<file path="config.mk">
export PLATFORM = sky130hd
export DESIGN_NAME = drp_reconf_seq
export DESIGN_NICKNAME = d
export VERILOG_FILES = /design/src/rtl/drp_seq_pkg.sv /design/src/rtl/drp_access.sv /design/src/rtl/drp_reconf_seq.sv
export SDC_FILE = /design/constraint.sdc
export NUM_CORES = 1
export LEC_CHECK = 0
export CORE_MARGIN = 1
export CORE_UTILIZATION = 57
export CTS_CLUSTER_SIZE = 10
export DETAILED_ROUTE_END_ITERATION = 10
export GPL_ROUTABILITY_DRIVEN = 1
export MAX_ROUTING_LAYER = met4
export PLACE_DENSITY = 0.89
export SETUP_SLACK_MARGIN = 0.1
export SLEW_MARGIN = 40
export SYNTH_ARGS = -nofsm -noshare
export SYNTH_HDL_FRONTEND = slang
export SYNTH_SLANG_ARGS = --single-unit
</file>
<file path="constraint.sdc">
create_clock -name DCLK -period 4.8 [get_ports DCLK]
set_input_delay 0.72 -clock DCLK [delete_from_list [all_inputs] [get_ports DCLK]]
set_output_delay 0.72 -clock DCLK [all_outputs]
set_load 0.02 [all_outputs]
</file>
<file path="src/rtl/drp_seq_pkg.sv">
// Shared types and constants for the DRP reconfiguration sequencer.
// Table entries are packed as {addr, mask, data}; mask bit 1 keeps the current register bit.
package drp_seq_pkg;

  localparam int DRP_AW   = 7;
  localparam int DRP_DW   = 16;
  localparam int TBL_DW   = 39;

  localparam int ADDR_MSB = 38;
  localparam int ADDR_LSB = 32;
  localparam int MASK_MSB = 31;
  localparam int MASK_LSB = 16;
  localparam int DATA_MSB = 15;

  typedef enum logic [3:0] {
    S_IDLE,
    S_HOLD_RST,
    S_FETCH,
    S_LATCH,
    S_RD_REQ,
    S_RD_WAIT,
    S_WR_REQ,
    S_WR_WAIT,
    S_NEXT,
    S_WAIT_LOCK,
    S_FINISH
  } seq_state_e;

  function automatic logic [DRP_DW-1:0] rmw_merge(
    input logic [DRP_DW-1:0] cur,
    input logic [DRP_DW-1:0] mask,
    input logic [DRP_DW-1:0] data
  );
    return (cur & mask) | (data & ~mask);
  endfunction

endpackage

</file>
<file path="src/rtl/drp_access.sv">
// One DRP access: a single-cycle DEN strobe, then a bounded wait for DRDY.
// DRDY counts only from the cycle after the strobe; the read data is held until the next completion.
module drp_access
  import drp_seq_pkg::*;
#(
  parameter int TIMEOUT = 1024
) (
  input  logic              DCLK,
  input  logic              RST_N,
  input  logic              strobe,
  input  logic              we,
  input  logic [DRP_DW-1:0] drp_do,
  input  logic              drdy,
  output logic              den,
  output logic              dwe,
  output logic              done,
  output logic              timeout,
  output logic [DRP_DW-1:0] rdata
);

  localparam int TW = $clog2(TIMEOUT + 1);

  logic              pend_q, pend_d;
  logic [TW-1:0]     cnt_q, cnt_d;
  logic [DRP_DW-1:0] rdata_q, rdata_d;

  always_comb begin
    pend_d  = pend_q;
    cnt_d   = cnt_q;
    rdata_d = rdata_q;
    den     = strobe;
    dwe     = strobe & we;
    done    = pend_q & drdy;
    // The last allowed wait cycle without DRDY ends the access.
    timeout = pend_q & ~drdy & (cnt_q == TW'(TIMEOUT - 1));
    if (strobe) begin
      pend_d = 1'b1;
      cnt_d  = '0;
    end else if (pend_q) begin
      if (drdy) begin
        pend_d  = 1'b0;
        rdata_d = drp_do;
      end else if (timeout) begin
        pend_d = 1'b0;
      end else begin
        cnt_d = cnt_q + 1'b1;
      end
    end
  end

  always_ff @(posedge DCLK or negedge RST_N) begin
    if (!RST_N) begin
      pend_q  <= 1'b0;
      cnt_q   <= '0;
      rdata_q <= '0;
    end else begin
      pend_q  <= pend_d;
      cnt_q   <= cnt_d;
      rdata_q <= rdata_d;
    end
  end

  assign rdata = rdata_q;

endmodule

</file>
<file path="src/rtl/drp_reconf_seq.sv">
// DRP master: holds the PLL in reset, read-modify-writes COUNT table entries from BASE,
// then waits for LOCKED and reports DONE (1-cycle pulse) or a sticky ERROR on any timeout.
module drp_reconf_seq
  import drp_seq_pkg::*;
#(
  parameter int TBL_AW       = 5,
  parameter int RST_HOLD     = 4,
  parameter int DRDY_TIMEOUT = 1024,
  parameter int LOCK_TIMEOUT = 65535
) (
  input  logic              DCLK,
  input  logic              RST_N,
  input  logic              START,
  input  logic [TBL_AW-1:0] BASE,
  input  logic [TBL_AW:0]   COUNT,
  output logic [TBL_AW-1:0] TBL_INDEX,
  input  logic [TBL_DW-1:0] TBL_DATA,
  output logic [DRP_AW-1:0] DADDR,
  output logic              DEN,
  output logic              DWE,
  output logic [DRP_DW-1:0] DI,
  input  logic [DRP_DW-1:0] DO,
  input  logic              DRDY,
  output logic              PLL_RST,
  input  logic              LOCKED,
  output logic              BUSY,
  output logic              DONE,
  output logic              ERROR
);

  localparam int TMR_MAX = (LOCK_TIMEOUT > RST_HOLD) ? LOCK_TIMEOUT : RST_HOLD;
  localparam int TMR_W   = $clog2(TMR_MAX + 1);

  seq_state_e        state_q, state_d;
  logic [TBL_AW-1:0] base_q, base_d;
  logic [TBL_AW:0]   count_q, count_d, off_q, off_d, off_nxt;
  logic [TMR_W-1:0]  tmr_q, tmr_d;
  logic [DRP_DW-1:0] mask_q, mask_d, data_q, data_d, di_q, di_d, wr_val;
  logic [DRP_AW-1:0] daddr_q, daddr_d;
  logic              err_q, err_d;
  logic              acc_strobe, acc_we, acc_done, acc_to;
  logic [DRP_DW-1:0] acc_rdata;

  drp_access #(.TIMEOUT(DRDY_TIMEOUT)) u_access (
    .DCLK    (DCLK),
    .RST_N   (RST_N),
    .strobe  (acc_strobe),
    .we      (acc_we),
    .drp_do  (DO),
    .drdy    (DRDY),
    .den     (DEN),
    .dwe     (DWE),
    .done    (acc_done),
    .timeout (acc_to),
    .rdata   (acc_rdata)
  );

  always_comb begin
    state_d    = state_q;
    base_d     = base_q;
    count_d    = count_q;
    off_d      = off_q;
    mask_d     = mask_q;
    data_d     = data_q;
    daddr_d    = daddr_q;
    di_d       = di_q;
    err_d      = err_q;
    tmr_d      = tmr_q + 1'b1;
    acc_strobe = 1'b0;
    acc_we     = 1'b0;
    off_nxt    = off_q + 1'b1;
    wr_val     = rmw_merge(acc_rdata, mask_q, data_q);
    PLL_RST    = 1'b0;

    unique case (state_q)
      S_IDLE: begin
        if (START) begin
          base_d  = BASE;
          count_d = COUNT;
          off_d   = '0;
          err_d   = 1'b0;
          state_d = S_HOLD_RST;
        end
      end
      S_HOLD_RST: begin
        PLL_RST = 1'b1;
        if (tmr_q == TMR_W'(RST_HOLD - 1)) begin
          state_d = (count_q == '0) ? S_WAIT_LOCK : S_FETCH;
        end
      end
      S_FETCH: begin
        PLL_RST = 1'b1;
        state_d = S_LATCH;
      end
      S_LATCH: begin
        PLL_RST = 1'b1;
        daddr_d = TBL_DATA[ADDR_MSB:ADDR_LSB];
        mask_d  = TBL_DATA[MASK_MSB:MASK_LSB];
        data_d  = TBL_DATA[DATA_MSB:0];
        state_d = S_RD_REQ;
      end
      S_RD_REQ: begin
        PLL_RST    = 1'b1;
        acc_strobe = 1'b1;
        state_d    = S_RD_WAIT;
      end
      S_RD_WAIT: begin
        PLL_RST = 1'b1;
        if (acc_done) begin
          state_d = S_WR_REQ;
        end else if (acc_to) begin
          err_d   = 1'b1;
          state_d = S_IDLE;
        end
      end
      S_WR_REQ: begin
        PLL_RST    = 1'b1;
        acc_strobe = 1'b1;
        acc_we     = 1'b1;
        di_d       = wr_val;
        state_d    = S_WR_WAIT;
      end
      S_WR_WAIT: begin
        PLL_RST = 1'b1;
        if (acc_done) begin
          state_d = S_NEXT;
        end else if (acc_to) begin
          err_d   = 1'b1;
          state_d = S_IDLE;
        end
      end
      S_NEXT: begin
        // Release the PLL as soon as the final write has completed.
        PLL_RST = (off_nxt != count_q);
        off_d   = off_nxt;
        state_d = (off_nxt == count_q) ? S_WAIT_LOCK : S_FETCH;
      end
      S_WAIT_LOCK: begin
        if (LOCKED) begin
          state_d = S_FINISH;
        end else if (tmr_q == TMR_W'(LOCK_TIMEOUT - 1)) begin
          err_d   = 1'b1;
          state_d = S_IDLE;
        end
      end
      S_FINISH: begin
        state_d = S_IDLE;
      end
      default: begin
        state_d = S_IDLE;
      end
    endcase

    if (state_d != state_q) begin
      tmr_d = '0;
    end

    TBL_INDEX = base_q + off_q[TBL_AW-1:0];
    DADDR     = daddr_q;
    // The merged value is presented during the write strobe, then held.
    DI        = (state_q == S_WR_REQ) ? wr_val : di_q;
    BUSY      = (state_q != S_IDLE) && (state_q != S_FINISH);
    DONE      = (state_q == S_FINISH);
    ERROR     = err_q;
  end

  always_ff @(posedge DCLK or negedge RST_N) begin
    if (!RST_N) begin
      state_q <= S_IDLE;
      base_q  <= '0;
      count_q <= '0;
      off_q   <= '0;
      tmr_q   <= '0;
      mask_q  <= '0;
      data_q  <= '0;
      daddr_q <= '0;
      di_q    <= '0;
      err_q   <= 1'b0;
    end else begin
      state_q <= state_d;
      base_q  <= base_d;
      count_q <= count_d;
      off_q   <= off_d;
      tmr_q   <= tmr_d;
      mask_q  <= mask_d;
      data_q  <= data_d;
      daddr_q <= daddr_d;
      di_q    <= di_d;
      err_q   <= err_d;
    end
  end

endmodule

</file>
==> flow_metrics.tcl, run 1 <==
set metrics [dict create \
    max_freq_ghz 0.259 \
    crit_path_end_kind "output pin" \
    synth_xor_area_share_pct 5.82 \
    synth-seq-cells 121 \
    syn_area_mm2 0.00584 \
    synthAdderAreaFrac_pct 2.06 \
    critPathArrivalTime_ns 3.14 \
    synth-simple-area-share_pct 16.7 \
    r2r_setup_slack_ns 1.96 \
    irDropWorstVdd_mv 0.468 \
    drcViolationCount 0 \
    finalSetupViolCount 0 \
    port_buffers 104 \
    cts_made_buffers 17 \
    combPwrFrac_pct 38.6 \
    slew_viol_final 0 \
    multi_input_area_mm2 0.00265 \
    yosysSeqAreaShare_pct 51.8 \
    worst-path-buf-inv 1 \
    grt_max_degree 89 \
    seqPwrFrac_pct 35.1 \
    postCtsHoldBufs 0 \
    setup_slack_ns 0.942 \
    dp_hpwl_um 9350 \
    ys_warn_count 0 \
    cts_max_path_buffers 2 \
    final_layout_size_suffix_gt1_share_pct 17.8 \
    dp.cells 738 \
    rr_worst_depth 7 \
    crit_path_max_fanout 33 \
    status "completed" \
    chipHeight_um 103 \
    syn_nets 601 \
    vias 4494 \
    final_antenna_net_count 0 \
    setup_tns_ns 0 \
    crit_slowest_cell "clkdlybuf4s50_1" \
    power_switching_mw 1.81 \
    timing.final.hold_violations 0 \
    die_w_um 103 \
    dr.pass1.iters 4 \
    postCtsResizedCells 0 \
    layout.nets 704 \
    regArea_mm2 0.00303 \
    ys_types 55 \
    clk_pin_slew_ns 0.06 \
    place_congestion 0.889 \
    grt_pass1_vias 4582 \
    dp_slack_ns 1.52 \
    cts_sinks 121 \
    r2r_start "tmr_q[0]" \
    core_area_mm2 0.00986 \
    synthFlopType "dfrtp_1" \
    period_minus_slack_ns 3.86 \
    min_path_type "in2async" \
    overflow 0 \
    crit_path_end "DI[0]" \
    track_usage_pct 29.3 \
    cpLargestDelayFamily "simple AND/OR/NAND/NOR gates" \
    areaGrowthSynthToFinish_pct 29.5 \
    grt_pass1_wl_um 22400 \
    synth_mux_area_share_pct 13.7 \
    htreeDepth 4 \
    clk_latency_ns 0.53 \
    skew_ns 0.00987 \
    drt_wl_total_um 14200 \
    p_per_area_mw_per_mm2 655 \
    startpoint_type "register" \
    syn_avg_cell_area_um2 11.2 \
    start_util_pct 59.2 \
    p_int_mw 3.15 \
    max-cap-violations 0 \
    antenna_found_initial 0 \
    crit_start "state_q[0]" \
    fin_cells 770 \
    switching_share_pct 36.4 \
    clkPwrFrac_pct 26.2 \
    ys_async_sr_fraction_pct 100 \
    slew-limit-headroom_pct 50.3 \
    rsz0062_at_grt "no" \
    ios 105 \
    finalCritPeriodShare_pct 80.4 \
    critPathRequiredTime_ns 4.08 \
    r2r-end "tmr_q[4]" \
    post_cts_buffers 0 \
    final_area_mm2 0.00757 \
    clk_root_buffer_cell "clkbuf_8" \
    crit_type "reg2out" \
    crit_chain "nand2b_1 -> nor2_4 -> nor2_1 -> a21oi_1 -> clkdlybuf4s50_1" \
    critPathMaxStageDelay_ns 0.68 \
    wire_per_inst_um 18.4 \
    synth_edf_count 0 \
    worst_slew_pin_slew_ns 0.743 \
    n_fill_cell 607 \
    p_leak_nw 3.24 \
    vias_per_cell 5.84 \
    syn_inst 521 \
    crit_cells 5 \
    drt_first_iter_violations 245 \
    rows 36 \
    synth_compound_area_share_pct 6.87 \
    placed_cell_area_mm2 0.00697 \
    final_util_pct 76.7 \
    synth_top_family_by_area "simple AND/OR/NAND/NOR gates" \
    die_area_mm2 0.0107 \
    cts_tree "done" \
]
==> worst min path at each step <==
stage / slack, ns / cells past startpoint / to / startpoint
final: 0.26 / 1 / tmr_q[0] / RST_N
after detailed placement: 0.50 / 1 / u_access.rdata[8] / u_access.rdata[8]
after global routing: 0.30 / 1 / tmr_q[4] / RST_N
after floorplan: 0.42 / 0 / DADDR[0] / RST_N
after global placement: 0.47 / 2 / base_q[2] / base_q[2]
after CTS: 0.28 / 1 / tmr_q[4] / RST_N
==> synthesized netlist by cell type, types with 3 or more instances <==
cell type  number  area, um^2
clkbuf_1       15        56.3
nor4_1          7        43.8
nor3_2         10         100
mux2_2         55         619
o21ai_0        11        55.1
nand2b_1        5        31.3
nor3_1         17        85.1
o31ai_1         3        22.5
a21oi_1        27         135
inv_1          13        48.8
and3_1          8        50.1
nand3_1        14        70.1
or3_1           4        25.0
nor2_1         40         150
mux2i_1        18         180
nand4_1         9        56.3
dfrtp_1       121        3030
nand2_1        57         214
buf_2           6        30.0
ha_1            8         100
xnor2_1        18         158
xor2_1         13         114
==> cell usage in the layout, fill, tap and decap left out, types with 3 or more instances in the layout <==
| master | n |
|---|---|
| nand2_1 | 57 |
| bufinv_16 | 3 |
| nor4_1 | 7 |
| mux2_2 | 55 |
| clkbuf_16 | 16 |
| ha_1 | 8 |
| and3_1 | 8 |
| buf_4 | 4 |
| inv_1 | 13 |
| nand2b_1 | 5 |
| clkbuf_8 | 3 |
| nand4_1 | 9 |
| xor2_1 | 13 |
| or3_1 | 4 |
| xnor2_1 | 18 |
| dfrtp_1 | 121 |
| nor2_1 | 39 |
| nor3_1 | 16 |
| clkinvlp_4 | 4 |
| o21ai_0 | 11 |
| nand3_1 | 14 |
| clkdlybuf4s50_1 | 103 |
| nor3_2 | 11 |
| a21oi_1 | 27 |
| o31ai_1 | 3 |
| inv_6 | 3 |
| mux2i_1 | 18 |
==> worst register-to-register path: cells and delay by family, from the launching register on <==
family	cells	cell delay (ns)
compound gates	2	0.88
fa+ha+maj	1	0.27
simple gates	4	1.11
flops	1	0.43
==> power groups by stage <==
stage	logic (mW)	clock network, mW	registers, mW
5_1_grt	2.06	1.36	1.79
2_1_floorplan	1.31	0	1.66
4_1_cts	1.93	1.31	1.74
6_report	1.92	1.30	1.74
3_5_place_dp	1.89	0	1.74
3_3_place_gp	1.81	0	1.71
==> state kept, by name, indices dropped and copies added (netlist names) <==
name / count
u_access.pend_q: 1
off_q: 6
u_access.rdata: 16
ERROR: 1
state_q: 4
di_q: 16
count_q: 6
u_access.cnt_q: 11
data_q: 16
mask_q: 16
tmr_q: 16
DADDR: 7
base_q: 5
==> area by class of cell <==
type / instances / area share (%)
tap: 133 / 2.20
sequential: 121 / 40.0
clock buffer: 18 / 5.65
clock inverter: 13 / 2.23
antenna: 1 / 0.0331
inverter: 13 / 0.645
multi-input combinational: 363 / 35.0
timing repair buffer: 108 / 14.2
==> kinds of logic (layout without fill, tap and decap cells) <==
group                      Yosys count  count (layout)
AOI/OAI and AO/OA                   61              61
other                                0               1
muxes                               73              73
DFF                                121             121
adders and majority gates            9               9
xor gates and xnor gates            34              34
and+or+nand+nor                    186             186
buffers and inverters               37             152
==> metrics by stage <==
step                      hold slack, ns  power [mW]
final                              0.257        4.96
after floorplan                    0.424        2.97
after global routing               0.301        5.21
after CTS                          0.279        4.98
after detailed placement           0.496        3.63
after global placement             0.471        3.52
==> layer usage <==
metal | vias up | wire length [um] | track usage (%)
met4 | 0 | 378 | 13.8
met1 | 2223 | 5480 | 33.2
met3 | 32 | 835 | 7.73
met5 | - | 0 | -
li1 | 2047 | - | -
met2 | 192 | 7500 | 48.6
Note: power is estimated with default switching activity, not from simulation.
==> run 2: changes to the inputs <==
- CORE_UTILIZATION: 57 -> 48
- PLACE_DENSITY: 0.89 -> 0.8
- clock period: 4.8 -> 3.46 ns (I/O delays scaled with it)
==> flow_metrics.tcl, run 2 (synthesis results as in run 1) <==
set metrics [dict create \
    clk_latency_ns 0.42 \
    vias_per_cell 5.53 \
    finalSetupViolCount 0 \
    dp_hpwl_um 9050 \
    areaGrowthSynthToFinish_pct 30.2 \
    postCtsHoldBufs 0 \
    die_area_mm2 0.0126 \
    dp.cells 752 \
    crit_type "reg2out" \
    placed_cell_area_mm2 0.00700 \
    critPathMaxStageDelay_ns 0.65 \
    final_area_mm2 0.00761 \
    clk_pin_slew_ns 0.06 \
    cts_max_path_buffers 2 \
    antenna_found_initial 0 \
    worst_slew_pin_slew_ns 0.737 \
    crit_slowest_cell "clkdlybuf4s50_1" \
    crit_path_end_kind "output pin" \
    htreeDepth 4 \
    layout.nets 708 \
    layout_commonest_cell "dfrtp_1" \
    setup_tns_ns 0 \
    rows 39 \
    dr.pass1.iters 7 \
    max_freq_ghz 0.313 \
    crit_path_end "DI[4]" \
    grt_max_degree 79 \
    r2r_setup_slack_ns 0.68 \
    status "complete, but fails checks" \
    drcViolationCount 5 \
    final_antenna_net_count 0 \
    rr_worst_depth 7 \
    wire_per_inst_um 17.0 \
    track_usage_pct 23.7 \
    critPathArrivalTime_ns 2.67 \
    port_buffers 104 \
    r2r-end "tmr_q[5]" \
    start_util_pct 50.1 \
    violations "DRC" \
    slew-limit-headroom_pct 50.9 \
    final_cell_mix "dfrtp_1, clkdlybuf4s50_1, nand2_1, mux2_2, nor2_1" \
    r2r_start "tmr_q[0]" \
    irDropWorstVdd_mv 0.659 \
    crit_path_max_fanout 33 \
    crit_chain "nand2b_1 -> nor2_2 -> buf_6 -> nor2_1 -> a21oi_1 -> clkdlybuf4s50_1" \
    p_leak_nw 3.27 \
    finalCritPeriodShare_pct 92.3 \
    critPathRequiredTime_ns 2.94 \
    n_fill_cell 889 \
    post_cts_buffers 0 \
    final_layout_size_suffix_gt1_share_pct 18.7 \
    whs_ns 0.108 \
    place_congestion 0.887 \
    clk_root_buffer_cell "clkbuf_16" \
    grt_pass1_wl_um 22300 \
    regArea_mm2 0.00303 \
    core_area_mm2 0.0117 \
    cts_made_buffers 17 \
    n_antenna_cell 0 \
    drt_wl_total_um 13300 \
    timing.final.hold_violations 0 \
    rsz0062_at_grt "no" \
    grt_pass1_vias 4541 \
    vias 4339 \
    crit_start "state_q[0]" \
    cts_sinks 121 \
    period_minus_slack_ns 3.19 \
    slew_viol_final 0 \
    max-cap-violations 0 \
    overflow 0 \
    startpoint_type "register" \
    cts_tree "done" \
    multi_input_area_mm2 0.00265 \
    chipHeight_um 112 \
    min_path_type "in2async" \
    p_per_area_mw_per_mm2 892 \
    ios 105 \
    drt_first_iter_violations 157 \
    fin_cells 784 \
    skew_ns 0.00606 \
    die_w_um 112 \
]
## run 2: critical path, delay by kind of cell, from the launching register on
kind	cells	cell delay (ns)
DFF	1	0.60
buffers and inverters	2	0.91
and+or+nand+nor	3	0.51
AOI/OAI and AO/OA	1	0.21
## run 2: what timing repair did
action                     4_1_cts  5_1_grt
gates cloned                     0        0
gates resized for setup          2        2
hold endpoints to repair         0        0
setup endpoints to repair        1       15
## run 2: area by class of cell
| cell class | count | area share [%] |
|---|---|---|
| inverter | 13 | 0.641 |
| tap | 143 | 2.35 |
| timing repair buffer | 112 | 14.5 |
| multi-input combinational | 363 | 34.8 |
| sequential | 121 | 39.8 |
| clock inverter | 13 | 1.89 |
| clock buffer | 19 | 5.95 |
## run 2: stage by stage
step                      total power, mW  utilization, %  setup slack [ns]
after floorplan                      4.12               -              1.11
after global placement               4.89            60.0             0.562
after detailed placement             5.02            60.1             0.489
after CTS                            6.84            65.2             0.191
after global routing                 7.17            65.2             0.119
final                                6.79            65.2             0.267
## run 2: how the worst min path moves through the flow
stage,endpoint,slack (ns),depth (start not counted)
floorplan,DADDR[0],0.22,0
global placement,base_q[2],0.47,2
detailed placement,base_q[3],0.48,2
CTS,base_q[1],0.15,1
global route,base_q[1],0.16,1
finish,base_q[1],0.11,1
## run 2: where the power goes
group / total, mW / switching [mW] / leakage (nW) / internal [mW]
Sequential: 2.41 / 0.435 / 1.51 / 1.98
Combinational: 2.63 / 1.35 / 1.46 / 1.28
Clock: 1.75 / 0.651 / 0.294 / 1.10
Total: 6.79 / 2.43 / 3.27 / 4.36
## run 2: per-layer routing
| metal | vias up | share of wire, % | wire [um] | global-route usage [%] |
|---|---|---|---|---|
| met5 | - | 0 | 0 | - |
| met4 | 0 | 2.8 | 371 | 11.9 |
| met3 | 33 | 6.9 | 915 | 7.94 |
| met2 | 134 | 49 | 6500 | 37.3 |
| met1 | 2113 | 42 | 5540 | 27.1 |
| li1 | 2059 | - | - | - |
==> run 3: changes to the inputs <==
- ABC_CLOCK_PERIOD_IN_PS: default -> 3460
==> results of run 3 <==
The final DEF is identical to that of run 2; final timing and power are the same.
